[src/rtl/ram_arb_pkg.sv]
// Shared constants and types for the two-port 256x16 RAM arbiter.
// The init sweep is compiled in with RAM_ARB_INIT_EN.
package ram_arb_pkg;
  localparam int ADDR_W_DEF = 8;
  localparam int DATA_W_DEF = 16;
  localparam logic [15:0] INIT_VAL_DEF = 16'h0000;

  localparam int P0 = 0;
  localparam int P1 = 1;

  typedef enum logic {INIT, RUN} state_t;
endpackage

[src/rtl/ram_rr_arb2.sv]
// Two-way round-robin arbiter; 'last' remembers the most recently granted port.
module ram_rr_arb2
  import ram_arb_pkg::*;
(
  input  logic clk,
  input  logic rst_n,
  input  logic req0,
  input  logic req1,
  input  logic en,
  output logic gnt0,
  output logic gnt1
);

  logic last;

  // On a tie the port that did not win last time goes first.
  always_comb begin
    gnt0 = 1'b0;
    gnt1 = 1'b0;
    if (en) begin
      if (req0 && req1) begin
        if (last == 1'(P0)) gnt1 = 1'b1;
        else                gnt0 = 1'b1;
      end else begin
        gnt0 = req0;
        gnt1 = req1;
      end
    end
  end

  always_ff @(posedge clk or negedge rst_n) begin
    if (!rst_n)    last <= 1'(P1);
    else if (gnt0) last <= 1'(P0);
    else if (gnt1) last <= 1'(P1);
  end

endmodule

[src/rtl/ram_256x16_arb.sv]
// Arbiter/sequencer sharing one ram_256x16A macro between two req/gnt clients.
// Define RAM_ARB_INIT_EN to clear the array with a 256-cycle sweep after reset.
module ram_256x16_arb
  import ram_arb_pkg::*;
#(
  parameter int ADDR_W = ADDR_W_DEF,
  parameter int DATA_W = DATA_W_DEF,
  parameter logic [DATA_W-1:0] INIT_VAL = DATA_W'(INIT_VAL_DEF)
) (
  input  logic              clk,
  input  logic              rst_n,
  input  logic              req0,
  input  logic              we0,
  input  logic [ADDR_W-1:0] addr0,
  input  logic [DATA_W-1:0] wdata0,
  output logic              gnt0,
  output logic              rvld0,
  input  logic              req1,
  input  logic              we1,
  input  logic [ADDR_W-1:0] addr1,
  input  logic [DATA_W-1:0] wdata1,
  output logic              gnt1,
  output logic              rvld1,
  output logic [DATA_W-1:0] rdata,
  output logic              busy,
  output logic [ADDR_W-1:0] ram_a,
  output logic [DATA_W-1:0] ram_d,
  output logic              ram_wen,
  output logic              ram_cen,
  input  logic [DATA_W-1:0] ram_q
);

  // Handshake: a transfer happens in any cycle with reqN && gntN; the client
  // holds reqN and its command stable until then, and read data comes back on
  // rdata with rvldN exactly one cycle after the accepting cycle.
  logic              init_act;
  logic [ADDR_W-1:0] init_a;
  logic              arb_en;

`ifdef RAM_ARB_INIT_EN
  state_t            state, state_nxt;
  logic [ADDR_W-1:0] init_cnt, init_cnt_nxt;

  always_ff @(posedge clk or negedge rst_n) begin
    if (!rst_n) begin
      state    <= INIT;
      init_cnt <= '0;
    end else begin
      state    <= state_nxt;
      init_cnt <= init_cnt_nxt;
    end
  end

  // The counter wraps to 0 on the same edge that leaves INIT.
  always_comb begin
    state_nxt    = state;
    init_cnt_nxt = init_cnt;
    if (state == INIT) begin
      init_cnt_nxt = init_cnt + ADDR_W'(1);
      if (&init_cnt) state_nxt = RUN;
    end
  end

  assign init_act = (state == INIT);
  assign init_a   = init_cnt;
`else
  assign init_act = 1'b0;
  assign init_a   = '0;
`endif

  assign busy   = init_act;
  assign arb_en = rst_n & ~init_act;

  ram_rr_arb2 u_arb (
    .clk   (clk),
    .rst_n (rst_n),
    .req0  (req0),
    .req1  (req1),
    .en    (arb_en),
    .gnt0  (gnt0),
    .gnt1  (gnt1)
  );

  // The macro stays deselected while reset is asserted.
  always_comb begin
    ram_cen = 1'b1;
    ram_wen = 1'b1;
    ram_a   = '0;
    ram_d   = '0;
    if (rst_n) begin
      if (init_act) begin
        ram_cen = 1'b0;
        ram_wen = 1'b0;
        ram_a   = init_a;
        ram_d   = INIT_VAL;
      end else if (gnt0) begin
        ram_cen = 1'b0;
        ram_wen = ~we0;
        ram_a   = addr0;
        ram_d   = wdata0;
      end else if (gnt1) begin
        ram_cen = 1'b0;
        ram_wen = ~we1;
        ram_a   = addr1;
        ram_d   = wdata1;
      end
    end
  end

  always_ff @(posedge clk or negedge rst_n) begin
    if (!rst_n) begin
      rvld0 <= 1'b0;
      rvld1 <= 1'b0;
    end else begin
      rvld0 <= gnt0 & ~we0;
      rvld1 <= gnt1 & ~we1;
    end
  end

  assign rdata = ram_q;

endmodule

[config.mk]
export PLATFORM = sky130hd
export DESIGN_NAME = ram_256x16_arb
export DESIGN_NICKNAME = d
export VERILOG_FILES = /design/src/rtl/ram_arb_pkg.sv /design/src/rtl/ram_rr_arb2.sv /design/src/rtl/ram_256x16_arb.sv
export SDC_FILE = /design/constraint.sdc
export NUM_CORES = 1
export LEC_CHECK = 0
export CAP_MARGIN = 5
export CORE_UTILIZATION = 22
export CTS_CLUSTER_SIZE = 40
export DETAILED_ROUTE_END_ITERATION = 8
export PLACE_DENSITY = 0.82
export SYNTH_ARGS = -nofsm -noshare
export SYNTH_HDL_FRONTEND = slang
export SYNTH_SLANG_ARGS = --single-unit
[constraint.sdc]
create_clock -name clk -period 1.5 [get_ports clk]
set_input_delay 0.375 -clock clk [delete_from_list [all_inputs] [get_ports clk]]
set_output_delay 0.375 -clock clk [all_outputs]
set_load 0.05 [all_outputs]
After elaboration in Yosys (flattened, before gate mapping):

Cells that the tools add are included.
W data, S select, Z words.

* register bits: 3
* bits of input ports: 70
* output and inout bits: 47
* logic and storage cells: 29

* mux-type cells: 20
* bitwise logic cells: 4
* reduce and logical (&&, ||, !) cells: 2

Operators by type and width (number)
* $mux W16: 3
* $mux W8: 3
* $mux W1: 14
* $and A1 B1 Y1: 2
* $not A1 Y1: 2
* $reduce_bool A2 Y1: 1
* $logic_and A1 B1 Y1: 1

Logic depth before layout (Yosys ltp):

* depth in word-level cells: 6
* gate-level depth with buffers: 4
* mapped depth without buffers: 3

By module:

Synthesis repeated with hierarchy kept, for this count alone.

* cells, all modules: 118
* area total of the unflattened synthesis: 758.2 um2

Modules (own cells, without submodules)
* ram_256x16_arb: times used 1, cells an instance 110, area each 695.7 um2, sequential area each 50.0 um2
* ram_rr_arb2: times used 1, cells an instance 8, area each 62.6 um2, sequential area each 26.3 um2

Least setup slack after synthesis:

OpenSTA, ideal clock, no wires.

* path type: register to output
* from: register u_arb.last
* to: output ram_a[4]
* arrival time: 1.563 ns
* data required time: 1.125 ns
* slack: -0.438 ns
* stages on the path, launching flop included: 4
* path buffers: 1
* cells stage by stage: dfstp_2 o21ai_4 buf_6 o22ai_1

* longest elaborated chain between the ends: 6
* elaborated cells on any way between the ends: 9
* those cells by class: mux (9)

Ends and longest elaborated chain
* start: declaration: RTL line ram_rr_arb2.sv:14 `logic last;`
* start signal: assignment: RTL line ram_rr_arb2.sv:32 `if (!rst_n) last <= 1'(P1);`
* start signal: assignment: RTL line ram_rr_arb2.sv:33 `else if (gnt0) last <= 1'(P0);`
* start signal: assignment: RTL line ram_rr_arb2.sv:34 `else if (gnt1) last <= 1'(P1);`
* $mux W1: RTL line ram_rr_arb2.sv:22 `if (last == 1'(P0)) gnt1 = 1'b1;`
* $mux W1: RTL line ram_rr_arb2.sv:21 `if (req0 && req1) begin`
* $mux W1: RTL line ram_rr_arb2.sv:20 `if (en) begin`
* $mux W8: RTL line ram_256x16_arb.sv:101 `end else if (gnt1) begin`
* $mux W8 (*): RTL line ram_256x16_arb.sv:96 `end else if (gnt0) begin`
* $mux W8 (*): RTL line ram_256x16_arb.sv:90 `if (rst_n) begin`
* end: declaration: RTL line ram_256x16_arb.sv:26 `output logic [ADDR_W-1:0] ram_a,`

Mark *: on every way between the ends. The rest lies on a longest branch, timed or not.

Worst setup path in the final report:

* from: register u_arb.last
* to: output ram_d[9]

* longest elaborated chain between the ends: 6
* elaborated cells on any way between the ends: 9
* those cells by class: mux (9)

Ends and longest elaborated chain
* $mux W1: RTL line ram_rr_arb2.sv:22
* $mux W1: RTL line ram_rr_arb2.sv:21
* $mux W1: RTL line ram_rr_arb2.sv:20
* $mux W16: RTL line ram_256x16_arb.sv:101
* $mux W16 (*): RTL line ram_256x16_arb.sv:96
* $mux W16 (*): RTL line ram_256x16_arb.sv:90
* end: declaration: RTL line ram_256x16_arb.sv:27 `output logic [DATA_W-1:0] ram_d,`

Marked as above.

==> results.md <==
- Tmin final: just under 2000 ps
- # diodes: 0
- RSZ-0062 raised after global routing: true
- Initial antenna violation count: 0
- Final Setup Violations: 27
- Initial core utilization: between 20% and 30%
- VDD IR-drop max: between 0.3 and 0.4 mV
- Ys async rst share: 100.0%
- Synthesized Nets: between 150 and 200
- Metal3 WL: approximately 220 microns
- Worst path cell trace: o21ai_4 > buf_6 > buf_12 > buf_12 > o22ai_4 > buf_12
- Synth Area in Simple Gates: 30.66%
- CTS buffer count: 3
- DRC errors left: 0
- Share of layout cells above drive strength 1: ~44%
- Worst Skew: 3.037 ps
- DR WL met2: between 1.5 and 2 mm
- DR top layer: met4
- Via count: ~1100
- Clk pwr share: 11.2%
- Leading post-synthesis cells by cell area: nand2_1, buf_4, o22ai_1, dfrtp_1, buf_2
- Final WL: 3.242 mm
- Detail Route Antenna Nets: 0
- Crit Path Class: reg -> out
- Min-delay worst type: in -> async
- Status: complete, but fails checks
- Iter 0 DRT Violations: 14
- Grt total ovfl: 0
- Unique masters post-synth: 19
- CTS tree: done
- Sequential fraction of the synthesis area: ~11%
- PortBufs: 83
- Clock Tree Buf Depth: 2
- Sw frac: between 40% and 50%
- Vias in the first global route: 1123
- Dpl hpwl: between 2 and 2.5 mm
- Metal-1 WL: 1.103 mm
- FF-to-FF End: rvld1
- Cells after Synth: about 120
- Length of the first detailed-routing pass in iterations: 2
- Pwr Density: around 600 nW/um^2
- Number of I/O pins: between 100 and 150
- Most common flop cell mapped by yosys: dfrtp_1
- Adder-Cell Fraction of Synth Area: 0%
- Pleak: approximately 0.86 nW
- R2R Setup Slk: around 250 ps
- Core Region: 3028 sq um
- Post-synth top area share: between 20% and 30%
- Die width: ~58 microns
- Clock slew at reported path FFs: about 40 ps
- Synthesis Warnings: 0
- Die Y: between 50 and 60 microns
- DIE AREA: approximately 3400 sq um
- Cell Rows: 20
- Largest family of logic cells by synthesized area: simple AND/OR/NAND/NOR gates
- Post-Synth XOR/XNOR Area: 0%
- Final setup margin: -469.7 ps
- Pins Over Slew Limit: 0
- Pwr Total: approximately 1.4 mW
- CP peak stage delay: ~550 ps
- Final nets: ~270
- Worst Setup End Kind: output pin
- FF-to-FF Start: u_arb.last
- Net switching power: 0.6028 mW
- GRT Overall Usage: a little under a fifth
- First-pass GRT wire length: between 4 and 5 mm
- Max cap viols: 0
- CTS Hold Buffers Added: 0
- Period utilization: 131.3%
- Pint: approximately 0.75 mW
- Crit path top cell by count: buf_12
- CTS Sinks: 3
- Vias per cell: roughly 4.5
- Routed WL per cell: ~13 microns
- Max Freq: roughly 510 MHz
- Compound-Gate Fraction of Synth Area: about 29%
- Largest net degree at the start of global routing: 34
- Final hold vios: 0
- Critical-path top delay cell: dfstp_2
- Synth-to-Final Area Change: 219.1%
- WP data required: approximately 1100 ps
- Mapped Area: 701.9 sq um
- CP arrival: 1590 ps
- H-tree levels: 1
- Seq pwr share: under 10%
- Mean Syn Cell Area: between 5 and 6 sq um
- Yosys reg bits: 3
- Critical path launch point type: flip-flop
- Violated checks: negative setup slack
- Clk_lat worst skew: 240 ps
- Gpl congestion: ~0.71
- Root Buffer: clkbuf_4
- Post-synthesis mux area share: 0%
- FF-to-FF path depth: 6
- Combinational share of power: 81.3%
- Final core occ: 73.97%
- Post-synth top area cell: nand2_1
- Crit-path max FO: 6
- Number of synthesized flops with an enable pin: 0
[per-layer routing]
| metal | global-route usage (%) | vias to the layer above |
|---|---|---|
| met5 | 0 | - |
| met1 | 19.36 | 498 |
| li1 | - | 541 |
| met3 | 2.198 | 4 |
| met4 | 4.422 | 0 |
| met2 | 39.24 | 58 |
[flip-flops by register name, summed over array words and instances, names as in the netlist]
name	cells
rvld0	1
rvld1	1
u_arb.last	1
[power groups by stage]
| stage | sequential (mW) | clock (mW) | combinational, mW |
|---|---|---|---|
| finish | 0.101 | 0.152 | 1.10 |
| global route | 0.102 | 0.165 | 1.15 |
| CTS | 0.102 | 0.160 | 1.07 |
| detailed placement | 0.103 | 0 | 0.923 |
| global placement | 0.102 | 0 | 0.907 |
| floorplan | 0.110 | 0 | 0.659 |
[synth_stat cells (2+ instances only)]
cell type  number
buf_6           2
nand2_1        51
dfrtp_1         2
o22ai_1        22
buf_4          19
o22ai_2         2
buf_2           6
nor2_1          2
nor3_1          2
[cells in the final DEF (no fill, tap or decap), types with 2 or more instances in the layout]
| cell | Yosys | final |
|---|---|---|
| nor2_4 | 0 | 2 |
| nor3_1 | 2 | 2 |
| buf_12 | 0 | 21 |
| buf_16 | 0 | 3 |
| clkdlybuf4s50_1 | 0 | 50 |
| buf_6 | 2 | 19 |
| nand2_1 | 51 | 50 |
| buf_4 | 19 | 6 |
| clkbuf_4 | 0 | 3 |
| o22ai_4 | 0 | 24 |
| dfrtp_1 | 2 | 2 |
[area by class of cell]
type                            count  area [sq um]
Timing Repair Buffer              103          1306
Inverter                            2         7.507
Clock buffer                        4         26.28
Sequential cell                     3         76.32
Fill cell                         218         788.3
Tap cell                           44         55.05
Multi-Input combinational cell     86         768.2
[critical path, delay by kind of cell, from the launching register on]
| family | cells | cell delay (ps) |
|---|---|---|
| buffers and inverters | 4 | 560 |
| flip-flops | 1 | 550 |
| AO/OA/AOI/OAI | 2 | 250 |
[cell families after synthesis]
group,count (synthesis)
AND/OR/NAND/NOR,56
buffers and inverters,29
other,1
AO/OA/AOI/OAI,29
flip-flops,3
[worst max path at each step]
| stage | start | end | slack, ps | depth (start not counted) |
|---|---|---|---|---|
| floorplan | u_arb.last | ram_a[3] | -130 | 4 |
| global placement | req1 | ram_a[7] | -520 | 6 |
| detailed placement | req1 | ram_a[2] | -560 | 6 |
| CTS | u_arb.last | ram_d[11] | -490 | 5 |
| global route | u_arb.last | ram_d[13] | -510 | 6 |
| finish | u_arb.last | ram_d[9] | -470 | 6 |
[through the flow]
step                instance area [sq um]  hold WS [ps]  TNS [ps]  instances  worst slack, ps
floorplan                            1020         79.41     -2070        118           -127.0
global placement                     1918         372.9    -13550        228           -522.4
global route                         2240         136.8    -12120        242           -509.5
detailed placement                   1918         386.7    -14420        228           -559.6
CTS                                  2202         122.5    -11400        240           -485.1
finish                               2240         139.9    -10590        242           -469.7
[what timing repair did]
item / CTS / global route
resized for setup: 28 / 6
setup endpoints to repair: 28 / 28
pin swaps: 1 / 4
cloned: 3 / 1
buffers inserted: 5 / 2
Note: power is estimated with default switching activity, not from simulation.
